`config.mk`:
```
export PLATFORM = sky130hd
export DESIGN_NAME = sram_master
export DESIGN_NICKNAME = d
export VERILOG_FILES = /design/src/rtl/sram_master.sv
export SDC_FILE = /design/constraint.sdc
export NUM_CORES = 1
export LEC_CHECK = 0
export ABC_AREA = 1
export BUFFER_PORTS_ARGS = -buffer_cell sky130_fd_sc_hd__buf_2
export CAP_MARGIN = 5
export CORE_UTILIZATION = 40
export CTS_CLUSTER_DIAMETER = 80
export CTS_CLUSTER_SIZE = 30
export DETAILED_ROUTE_END_ITERATION = 10
export PLACE_DENSITY = 0.69
export SLEW_MARGIN = 5
export SYNTH_ARGS = -nofsm -noshare
export SYNTH_HDL_FRONTEND = slang
export SYNTH_SLANG_ARGS = --single-unit
```
`constraint.sdc`:
```
create_clock -name clk -period 2.3 [get_ports clk]
set_input_delay 0.115 -clock clk [delete_from_list [all_inputs] [get_ports clk]]
set_output_delay 0.115 -clock clk [all_outputs]
set_load 0.02 [all_outputs]
```
`src/rtl/sram_master.sv`:
```
// sram_master: pipelined request/response front end for a single-port synchronous SRAM.
// Requests are issued to the SRAM in the cycle they are accepted; responses
// (read data, write echo, misalignment error) return in order through a 2-deep queue.

// Two-entry response queue holding {rdata, we, err}.
module sram_master_rsp_fifo #(
    parameter int WIDTH = 34
) (
    input  logic             clk,
    input  logic             rst,
    input  logic             push,
    input  logic [WIDTH-1:0] push_data,
    input  logic             pop,
    output logic [WIDTH-1:0] head_data,
    output logic [1:0]       count
);

    logic [WIDTH-1:0] entries [2];
    logic             wr_ptr;
    logic             rd_ptr;

    // Pointer and occupancy bookkeeping; push+pop together leaves count unchanged.
    always_ff @(posedge clk) begin
        if (rst) begin
            wr_ptr <= 1'b0;
            rd_ptr <= 1'b0;
            count  <= 2'd0;
        end else begin
            if (push) begin
                wr_ptr <= ~wr_ptr;
            end
            if (pop) begin
                rd_ptr <= ~rd_ptr;
            end
            case ({push, pop})
                2'b10:   count <= count + 2'd1;
                2'b01:   count <= count - 2'd1;
                default: count <= count;
            endcase
        end
    end

    // Entry storage; cleared on reset so no stale data is ever visible at the head.
    always_ff @(posedge clk) begin
        if (rst) begin
            entries[0] <= '0;
            entries[1] <= '0;
        end else if (push) begin
            entries[wr_ptr] <= push_data;
        end
    end

    assign head_data = entries[rd_ptr];

endmodule

// Top level: request acceptance, SRAM drive, and response sequencing.
module sram_master #(
    parameter int ADDR_WIDTH = 8,
    parameter int DATA_WIDTH = 32
) (
    input  logic                    clk,
    input  logic                    rst,
    input  logic                    req_valid_i,
    output logic                    req_ready_o,
    input  logic [ADDR_WIDTH-1:0]   req_addr_i,
    input  logic                    req_we_i,
    input  logic [DATA_WIDTH/8-1:0] req_be_i,
    input  logic [DATA_WIDTH-1:0]   req_wdata_i,
    output logic                    rsp_valid_o,
    input  logic                    rsp_ready_i,
    output logic [DATA_WIDTH-1:0]   rsp_rdata_o,
    output logic                    rsp_we_o,
    output logic                    rsp_err_o,
    output logic                    mem_en_o,
    output logic                    mem_we_o,
    output logic [ADDR_WIDTH-1:0]   mem_addr_o,
    output logic [DATA_WIDTH-1:0]   mem_wdata_o,
    output logic [DATA_WIDTH/8-1:0] mem_be_o,
    input  logic [DATA_WIDTH-1:0]   mem_rdata_i
);

    localparam int BYTES = DATA_WIDTH / 8;
    localparam int OFS   = $clog2(BYTES);
    localparam int ENTRY = DATA_WIDTH + 2;

    logic             misaligned;
    logic             accept;
    logic             pop;
    logic [1:0]       fifo_count;
    logic [1:0]       occ;
    logic             inflight;
    logic             inflight_we;
    logic             inflight_err;
    logic [DATA_WIDTH-1:0] push_rdata;
    logic [ENTRY-1:0] push_data;
    logic [ENTRY-1:0] head_data;

    // A word-wide bus with byte lanes needs the low offset bits clear; a byte-wide bus is always aligned.
    generate
        if (OFS > 0) begin : g_align
            assign misaligned = (req_addr_i[OFS-1:0] != '0);
        end else begin : g_no_align
            assign misaligned = 1'b0;
        end
    endgenerate

    // Occupancy counts queued responses plus the one whose SRAM data is still returning.
    assign occ = fifo_count + {1'b0, inflight};
    assign pop = rsp_valid_o && rsp_ready_i;

    // A slot freed by a pop this cycle can be reused immediately, keeping full throughput.
    assign req_ready_o = !rst && ((occ < 2'd2) || pop);
    assign accept      = req_valid_i && req_ready_o;

    // SRAM is driven straight from the request; misaligned requests never touch it.
    assign mem_en_o    = accept && !misaligned;
    assign mem_we_o    = req_we_i;
    assign mem_addr_o  = req_addr_i;
    assign mem_be_o    = req_be_i;
    assign mem_wdata_o = req_wdata_i;

    // Remember what was accepted last cycle so its response can be formed when SRAM data arrives.
    always_ff @(posedge clk) begin
        if (rst) begin
            inflight     <= 1'b0;
            inflight_we  <= 1'b0;
            inflight_err <= 1'b0;
        end else begin
            inflight     <= accept;
            inflight_we  <= req_we_i;
            inflight_err <= misaligned;
        end
    end

    // Only aligned reads carry SRAM data; writes and errors return zero.
    assign push_rdata = (!inflight_we && !inflight_err) ? mem_rdata_i : '0;
    assign push_data  = {push_rdata, inflight_we, inflight_err};

    sram_master_rsp_fifo #(
        .WIDTH (ENTRY)
    ) u_rsp_fifo (
        .clk       (clk),
        .rst       (rst),
        .push      (inflight),
        .push_data (push_data),
        .pop       (pop),
        .head_data (head_data),
        .count     (fifo_count)
    );

    assign rsp_valid_o = (fifo_count != 2'd0);
    assign rsp_rdata_o = head_data[ENTRY-1:2];
    assign rsp_we_o    = head_data[1];
    assign rsp_err_o   = head_data[0];

endmodule

```
==> out/results.tsv, run 1 <==
metric	value	unit
period utilization	77.0	%
status	finished clean	
Mapped Area	3900	sq um
critical path's top delay family	buffers and inverters	
Area Growth Syn to Fin	9.27	%
die area	10100	sq um
Slew Viols, Final	0	
GPL Wtd Cong	0.773	
FMAX	0.564	GHz
Req. time, crit path	2.18	ns
leakage power figure	1.78	nW
global-route wire length before repair	11.4	mm
number of synthesized flops with an enable pin	68	
# DRC	0	
Final min period	1.77	ns
ys flop type	edfxtp_1	
root buffer cell	clkbuf_8	
Net Count, Synth	399	
CP Capture Type	output port	
Initial Utilization	41.8	%
DR iter-0 viols	104	
antenna violations before repair	0	
YS warnings	0	
Die Ht	101	um
vias in the first global route	2299	
I/O Pins	163	
number of nets still failing antenna checks after routing	0	
total wire length	7.51	mm
type of origin of the critical path	register	
Fill cells	835	
setup TNS	0	ns
most frequent cells in the layout	78 x buf_2, 68 x edfxtp_1, 42 x inv_1, 34 x mux2_2, 33 x nor3_1	
PortBufs	78	
Final HPWL DP	4.95	mm
crit path max fanout	34	
post-synth cell types	21	
worst-path cell chain	buf_4 -> mux2_2 -> buf_2	
max-cap violation count	0	
Sink Count	76	
critical path type	reg -> out	
final setup vio count	0	
CP max stage delay	0.40	ns
Power Total	3.11	mW
CP arrival	1.66	ns
final net count	435	
slew margin rel.	61.2	%
largest net degree at the start of global routing	65	
ant diodes	0	
Clk pin slew, worst setup/hold paths	0.08	ns
vias	2283	
PwrDens	731	nW/um^2
Row Count	35	
Slowest-stage cell, CP	buf_4	
Via-to-Cell Ratio	4.69	
share of layout cells above drive strength 1	47.8	%
top cells by area in the synthesized netlist	edfxtp_1 52%, mux2_2 9.8%, buf_4 9.2%	
Yosys top cell area share	52.4	%
Synth async-reset ratio	0	%
Slew @ Worst Pin	0.581	ns
cells after synthesis	317	
post-synthesis area per instance	12.3	sq um
final setup margin	0.528	ns
setup bufs post-CTS	0	
commonest non-fill, non-tap cell in the layout	buf_2	
area leader, netlist	edfxtp_1	
worst-case clock buffer depth	2	
GRT overflow	0	
CTS H-tree depth	3	
Total Routing Usage GR	15.3	%
CTS tree	built	
pre-CTS setup slack	0.774	ns
Bufs and invs on worst path	2	
min-delay worst type	in -> reg	
RSZ-0062 raised after global routing	false	
worst skew pair latency	0.35	ns
#FFs+latches synth	76	
Seq/Total Area, Yosys	56.5	%
Peak VDD IR	0.268	mV
Die Wd	101	um
TritonCTS buffer count	9	
Hold Violations, Final	0	
WL/cell	15.4	um
Worst Clk Skew	0.00613	ns
First-pass DRT Iterations	4	
Core ar.	9330	sq um
-- report_power, final --
part	switching (mW)	internal (mW)
clock network	0.482	0.389
logic	0.391	0.231
registers	0.0317	1.59
total	0.905	2.21
-- Yosys cell counts, types with 2 or more instances --
cell type and instances:
a21oi_1 6, nor2_1 9, buf_4 48, nand3_1 4
nor3_2 29, inv_2 2, inv_1 42, edfxtp_1 68
buf_2 7, nand2_1 12, mux2_2 34, nor3_1 33
buf_6 6, dfxtp_1 8, o21ai_0 2, nor3_4 2
-- worst register-to-register path, delay by kind of cell, from the launching register on --
family,cells,cell delay (ns)
DFF,1,0.44
and+or+nand+nor,2,0.52
buffers and inverters,1,0.26
-- kinds of logic after synthesis --
kind of cell	after synthesis	synth area share (%)
compound gates	8	1.03
fa+ha+maj	1	0.321
mux	34	9.82
flops	76	56.5
buf+inv	105	16.1
simple gates	93	16.2
-- state kept, by name, summed over array words and instances, names as in the netlist, named ones only --
register / cells
u_rsp_fifo.count: 2
u_rsp_fifo.wr_ptr: 1
inflight_we: 1
u_rsp_fifo.entries: 68
inflight_err: 1
u_rsp_fifo.rd_ptr: 1
inflight: 1
-- path summary, 6_finish.rpt --
check,startpoint,to,slack (ns),cells after the start
max,register,rsp_rdata_o[26],0.53,3
min,req_addr_i[1],inflight_err$_SDFF_PP0_,0.03,3
max reg2reg,u_rsp_fifo.wr_ptr$_SDFFE_PP0P_,u_rsp_fifo.entries[1][25]$_SDFFCE_PN0P_,0.78,3
min reg2reg,u_rsp_fifo.rd_ptr$_SDFFE_PP0P_,register,0.48,2
-- per-stage QoR --
step           instance area [sq um]  hold slack [ns]  utilization [%]  cells
2_1_floorplan                   3900            0.184                -    317
3_3_place_gp                    4070            0.230             43.6    469
3_5_place_dp                    4070            0.230             43.6    469
4_1_cts                         4260           0.0154             45.7    487
5_1_grt                         4260           0.0520             45.7    487
6_report                        4260           0.0346             45.7    487
-- per-layer routing --
| layer | vias up | track usage [%] | wire (um) |
|---|---|---|---|
| met4 | 0 | 8.70 | 174 |
| met3 | 22 | 3.81 | 537 |
| met5 | - | 0 | 0 |
| met1 | 1060 | 16.5 | 2870 |
| li1 | 1112 | - | - |
| met2 | 89 | 27.3 | 3930 |
-- timing repair --
item                      CTS  global route
hold buffers                2             0
hold endpoints to repair    2             0
gates resized for setup     0             0
-- cell type report --
| cell class | instances | area, sq um | share of cell area [%] |
|---|---|---|---|
| Timing Repair Buffer | 86 | 493 | 11.6 |
| Sequential cell | 76 | 2200 | 51.7 |
| Multi-Input combinational cell | 136 | 1070 | 25.1 |
| Clock buffer | 10 | 128 | 3.00 |
| Clock inverter | 6 | 41.3 | 0.969 |
| Tap cell | 129 | 161 | 3.79 |
| Inverter | 44 | 165 | 3.88 |
(Power assumes the default switching activity.)
==> inputs of run 2 (changes only) <==
==> constraint.sdc (replaced) <==
create_clock -name clk -period 1.7 [get_ports clk]
set_input_delay 0.085 -clock clk [delete_from_list [all_inputs] [get_ports clk]]
set_output_delay 0.085 -clock clk [all_outputs]
set_load 0.02 [all_outputs]
==> run 2 against run 1 <==
Routed wire length rose by 5.2%. Cell area rose by 2.6%. Die area did not move. Highest routed layer unchanged. Power rose by 47%. Sequential power rose by 35%.
==> out/results.tsv, run 2 (same netlist as run 1, synthesis figures left out) <==
metric	value	unit	change
status	finished clean		unchanged
slew margin rel.	72.8	%	was 61.2%
worst-path cell chain	buf_12 -> mux2_2 -> buf_2		was buf_4 -> mux2_2 -> buf_2
vias	2338		was 2283
Hold Path Depth	3		unchanged
CP arrival	1.45	ns	was 1.66 ns
Row Count	35		unchanged
CTS H-tree depth	3		unchanged
crit path max fanout	34		unchanged
Fill cells	845		was 835
Hold Violations, Final	0		unchanged
largest net degree at the start of global routing	65		unchanged
setup TNS	0	ns	unchanged
DR iter-0 viols	70		was 104
Slew @ Worst Pin	0.409	ns	was 0.581 ns
root buffer cell	clkbuf_8		unchanged
Clk pin slew, worst setup/hold paths	0.08	ns	about the same
worst skew pair latency	0.34	ns	was 0.35 ns
Final HPWL DP	5.07	mm	was 4.95 mm
setup bufs post-CTS	0		unchanged
FMAX	0.650	GHz	
Largest regs	u_rsp_fifo.entries x68, u_rsp_fifo.count x2		unchanged
Via-to-Cell Ratio	4.76		was 4.69
CP Capture Type	output port		unchanged
Sink Count	76		unchanged
type of origin of the critical path	register		unchanged
min-delay worst type	in -> reg		unchanged
PortBufs	78		unchanged
total wire length	7.90	mm	was 7.51 mm
Multi-input gate area	1070	sq um	about the same
worst-case clock buffer depth	2		unchanged
Initial Utilization	41.8	%	unchanged
Worst Clk Skew	0.0122	ns	was 0.00613 ns
Final min period	1.54	ns	
pre-CTS setup slack	0.241	ns	was 0.774 ns
CP max stage delay	0.37	ns	was 0.40 ns
Core ar.	9330	sq um	unchanged
commonest non-fill, non-tap cell in the layout	buf_2		unchanged
ant diodes	0		unchanged
RSZ-0062 raised after global routing	false		unchanged
I/O Pins	163		unchanged
TritonCTS buffer count	9		unchanged
final setup vio count	0		unchanged
final net count	439		was 435
Min Hold Slack	0.106	ns	was 0.0346 ns
Peak VDD IR	0.405	mV	was 0.268 mV
antenna violations before repair	0		unchanged
Slew Viols, Final	0		unchanged
max-cap violation count	0		unchanged
Worst path depth	3		unchanged
die area	10100	sq um	unchanged
GRT overflow	0		unchanged
First-pass DRT Iterations	4		unchanged
Die Wd	101	um	unchanged
global-route wire length before repair	12.1	mm	was 11.4 mm
Area Growth Syn to Fin	12.1	%	was 9.27%
vias in the first global route	2425		was 2299
most frequent cells in the layout	78 x buf_2, 68 x edfxtp_1, 42 x inv_1, 34 x mux2_2, 33 x nor3_1		unchanged
final core utilization	46.9	%	was 45.7%
Req. time, crit path	1.62	ns	was 2.18 ns
max reg flops	68		unchanged
Total Routing Usage GR	16.2	%	was 15.3%
final setup margin	0.162	ns	was 0.528 ns
leakage power figure	1.84	nW	was 1.78 nW
critical path type	reg -> out		unchanged
Die Ht	101	um	unchanged
Slowest-stage cell, CP	mux2_2		was buf_4
GPL Wtd Cong	0.678		was 0.773
share of layout cells above drive strength 1	48.6	%	was 47.8%
# DRC	0		unchanged
period utilization	90.5	%	
number of nets still failing antenna checks after routing	0		unchanged
CTS tree	built		unchanged
critical path's top delay family	buffers and inverters		unchanged
PwrDens	1050	nW/um^2	was 731 nW/um^2
Largest Register	u_rsp_fifo.entries		unchanged
FF/Latch Area	2200	sq um	about the same
depth of the worst register-to-register path	9		was 3
Bufs and invs on worst path	2		unchanged
WL/cell	16.1	um	was 15.4 um
run 2: cell types whose count changed in the layout (fill, tap and decap cells not counted), sizes merged:
cell	delta
bufinv	+2
clkbuf	-1
dlygate4sd3	+3
clkinvlp	-2
buf	+1
inv	+1
run 2: power breakdown:
| part | internal [mW] | switching [mW] |
|---|---|---|
| logic | 0.330 | 0.532 |
| clock network | 0.834 | 0.684 |
| registers | 2.15 | 0.0434 |
| total | 3.31 | 1.26 |
run 2: per-layer routing:
metal	GRT usage, %	part of all wire (%)	vias up	routed length, um
li1	-	-	1118	-
met1	16.4	37	1100	2920
met2	30.5	53	90	4210
met3	3.33	6.9	30	546
met4	9.70	2.9	0	226
met5	0	0	-	0
run 2: cell type report:
| cell class | instances | area share (%) |
|---|---|---|
| flip-flops and latches | 76 | 50.4 |
| multi-input cells | 136 | 24.6 |
| repair buffers | 90 | 12.4 |
| inverters | 44 | 3.78 |
| well taps | 129 | 3.69 |
| clock buffers | 9 | 2.83 |
| clock inverters | 7 | 2.26 |
run 2: what timing repair did:
action	4_1_cts	5_1_grt
gates resized for setup	0	1
hold buffers	5	0
hold endpoints to repair	3	0
setup endpoints to repair	0	1
run 2: final timing paths:
kind                                            endpoint  slack, ns                        startpoint
hold / removal    u_rsp_fifo.entries[0][4]$_SDFFCE_PN0P_       0.11                    mem_rdata_i[2]
setup reg to reg        u_rsp_fifo.count[1]$_SDFFE_PP0P_       0.25  u_rsp_fifo.count[0]$_SDFFE_PP0P_
setup / recovery                         rsp_rdata_o[18]       0.16                          register
hold reg to reg                                 register       0.48    u_rsp_fifo.rd_ptr$_SDFFE_PP0P_
run 2: tightest hold or removal path, stage by stage:
cell and delay [ns]:
buf_2 0.09, inv_1 0.06, nor3_1 0.05
run 2: stage by stage:
| step | instances | cell area (sq um) | total power [mW] |
|---|---|---|---|
| global placement | 470 | 4100 | 3.08 |
| finish | 491 | 4370 | 4.57 |
| CTS | 491 | 4370 | 4.63 |
| global route | 491 | 4370 | 4.76 |
| floorplan | 317 | 3900 | 2.98 |
| detailed placement | 470 | 4100 | 3.10 |
==> inputs of run 3 (changes only) <==
--- a/config.mk
+++ b/config.mk
@@ -13,6 +13,7 @@
 export CTS_CLUSTER_SIZE = 30
 export DETAILED_ROUTE_END_ITERATION = 10
 export PLACE_DENSITY = 0.69
+export RECOVER_POWER = 25
 export SLEW_MARGIN = 5
 export SYNTH_ARGS = -nofsm -noshare
 export SYNTH_HDL_FRONTEND = slang
==> run 3 against run 2 <==
Via count is 0.21% lower. Power shrank 0.29%. Combinational power shrank 2%. Die area stayed put. Clock skew about the same. Sequential power about the same. First-iteration DRC count is 16% lower. Clock power about the same. Global-route usage unchanged. Largest power group unchanged. Highest routed layer unchanged.
==> out/results.tsv, run 3 (same netlist as run 1, synthesis figures left out) <==
metric	value	unit	change
FMAX	0.643	GHz	was 0.650 GHz
commonest non-fill, non-tap cell in the layout	buf_2		unchanged
Final HPWL DP	5.07	mm	unchanged
share of layout cells above drive strength 1	47.0	%	was 48.6%
Die Wd	101	um	unchanged
Hold Path Origin	mem_rdata_i[2]		unchanged
crit path max fanout	23		was 34
Largest Register	u_rsp_fifo.entries		unchanged
RSZ-0062 raised after global routing	false		unchanged
Core ar.	9330	sq um	unchanged
WL/cell	16.1	um	about the same
antenna violations before repair	0		unchanged
GPL Wtd Cong	0.678		unchanged
I/O Pins	163		unchanged
vias	2333		was 2338
max reg flops	68		unchanged
Setup crit start	rst		
type of origin of the critical path	input port		was register
status	finished clean		unchanged
setup TNS	0	ns	unchanged
Fill cells	853		was 845
final setup vio count	0		unchanged
final core utilization	46.5	%	was 46.9%
Die Ht	101	um	unchanged
period utilization	91.5	%	was 90.5%
TritonCTS buffer count	9		unchanged
# DRC	0		unchanged
Hold Violations, Final	0		unchanged
worst-case clock buffer depth	2		unchanged
root buffer cell	clkbuf_8		unchanged
sequential share of power	48.1	%	was 48.0%
DR iter-0 viols	59		was 70
RR Startpoint	inflight_err$_SDFF_PP0_		was u_rsp_fifo.count[0]$_SDFFE_PP0P_
PwrDens	1050	nW/um^2	about the same
clock power share	33.3	%	was 33.2%
Peak VDD IR	0.404	mV	was 0.405 mV
First-pass DRT Iterations	4		unchanged
worst skew pair latency	0.34	ns	about the same
Req. time, crit path	1.76	ns	was 1.62 ns
largest net degree at the start of global routing	65		unchanged
Total Routing Usage GR	16.2	%	unchanged
leakage power figure	1.81	nW	was 1.84 nW
Clk pin slew, worst setup/hold paths	0.08	ns	about the same
Sink Count	76		unchanged
CP arrival	1.62	ns	was 1.45 ns
number of nets still failing antenna checks after routing	0		unchanged
Power Total	4.56	mW	was 4.57 mW
ant diodes	0		unchanged
Slew Viols, Final	0		unchanged
final net count	439		unchanged
Via-to-Cell Ratio	4.75		was 4.76
combinational share of power	18.6	%	was 18.8%
CP Capture Type	register		was output port
die area	10100	sq um	unchanged
CTS H-tree depth	3		unchanged
Initial Utilization	41.8	%	unchanged
Sw Ratio	27.5	%	about the same
total wire length	7.88	mm	was 7.90 mm
most frequent cells in the layout	74 x buf_2, 68 x edfxtp_1, 42 x inv_1, 34 x mux2_2, 34 x nor3_1		was 78 x buf_2, 68 x edfxtp_1, 42 x inv_1, 34 x mux2_2, 33 x nor3_1
Area Growth Syn to Fin	11.3	%	was 12.1%
Internal Pwr Total	3.31	mW	about the same
GRT overflow	0		unchanged
slew margin rel.	42.5	%	was 72.8%
Final min period	1.56	ns	was 1.54 ns
Worst Clk Skew	0.0123	ns	was 0.0122 ns
global-route wire length before repair	12.1	mm	unchanged
vias in the first global route	2425		unchanged
Largest regs	u_rsp_fifo.entries x68, u_rsp_fifo.count x2		unchanged
critical path type	in -> reg		was reg -> out
Net Switching	1.26	mW	about the same
max-cap violation count	0		unchanged
Row Count	35		unchanged
CTS tree	built		unchanged
Slew @ Worst Pin	0.863	ns	was 0.409 ns
PortBufs	78		unchanged
min-delay worst type	in -> reg		unchanged
setup bufs post-CTS	0		unchanged
==> run 3: metrics by stage <==
| step | std cells | instance area [sq um] | worst slack, ns | hold WS, ns |
|---|---|---|---|---|
| after floorplan | 317 | 3900 | 0.0837 | 0.154 |
| after global placement | 470 | 4100 | 0.313 | 0.170 |
| after detailed placement | 470 | 4100 | 0.241 | 0.170 |
| after CTS | 491 | 4370 | 0.125 | 0.0851 |
| after global routing | 491 | 4340 | 0.0108 | 0.107 |
| final | 491 | 4340 | 0.145 | 0.106 |
==> run 3: cell type report <==
cell class | count | area (sq um) | area share, %
clock buffer | 9 | 124 | 2.86
timing repair buffer | 90 | 523 | 12.1
inverter | 44 | 165 | 3.81
tap | 129 | 161 | 3.72
clock inverter | 7 | 98.8 | 2.28
multi-input combinational | 136 | 1060 | 24.5
sequential | 76 | 2200 | 50.8
==> run 3: worst paths after layout <==
kind	slack, ns	to	cells after the start
worst max register to register	0.16	u_rsp_fifo.entries[1][22]$_SDFFCE_PN0P_	4
worst min register to register	0.48	register	2
worst min-delay path	0.11	u_rsp_fifo.entries[0][4]$_SDFFCE_PN0P_	3
worst max-delay path	0.14	u_rsp_fifo.entries[0][9]$_SDFFCE_PN0P_	6
==> run 3: per-layer routing <==
metal  part of all wire [%]  global-route usage (%)  vias to the layer above
met5                      0                       0                        -
met4                    2.9                    9.70                        0
met3                    6.8                    3.33                       30
met2                     53                    30.5                       84
met1                     37                    16.4                     1102
li1                       -                       -                     1117
==> run 3: what timing repair did <==
| action | 4_1_cts | 5_1_grt |
|---|---|---|
| endpoints found under the setup margin | 0 | 1 |
| hold buffers | 5 | 0 |
| hold endpoints to repair | 3 | 0 |
| gates resized for setup | 0 | 1 |
==> run 3: worst max-delay path: stages <==
cell	delay (ns)
dlygate4sd3_1	0.53
clkbuf_1	0.22
inv_2	0.15
nand2_1	0.14
buf_4	0.38
nor3_1	0.09
==> run 3: power by group through the flow <==
stage | Clock (mW) | Combinational [mW] | Sequential, mW
2_1_floorplan | 0 | 0.758 | 2.22
3_3_place_gp | 0 | 0.852 | 2.23
3_5_place_dp | 0 | 0.860 | 2.24
4_1_cts | 1.56 | 0.873 | 2.19
5_1_grt | 1.62 | 0.917 | 2.21
6_report | 1.52 | 0.849 | 2.19
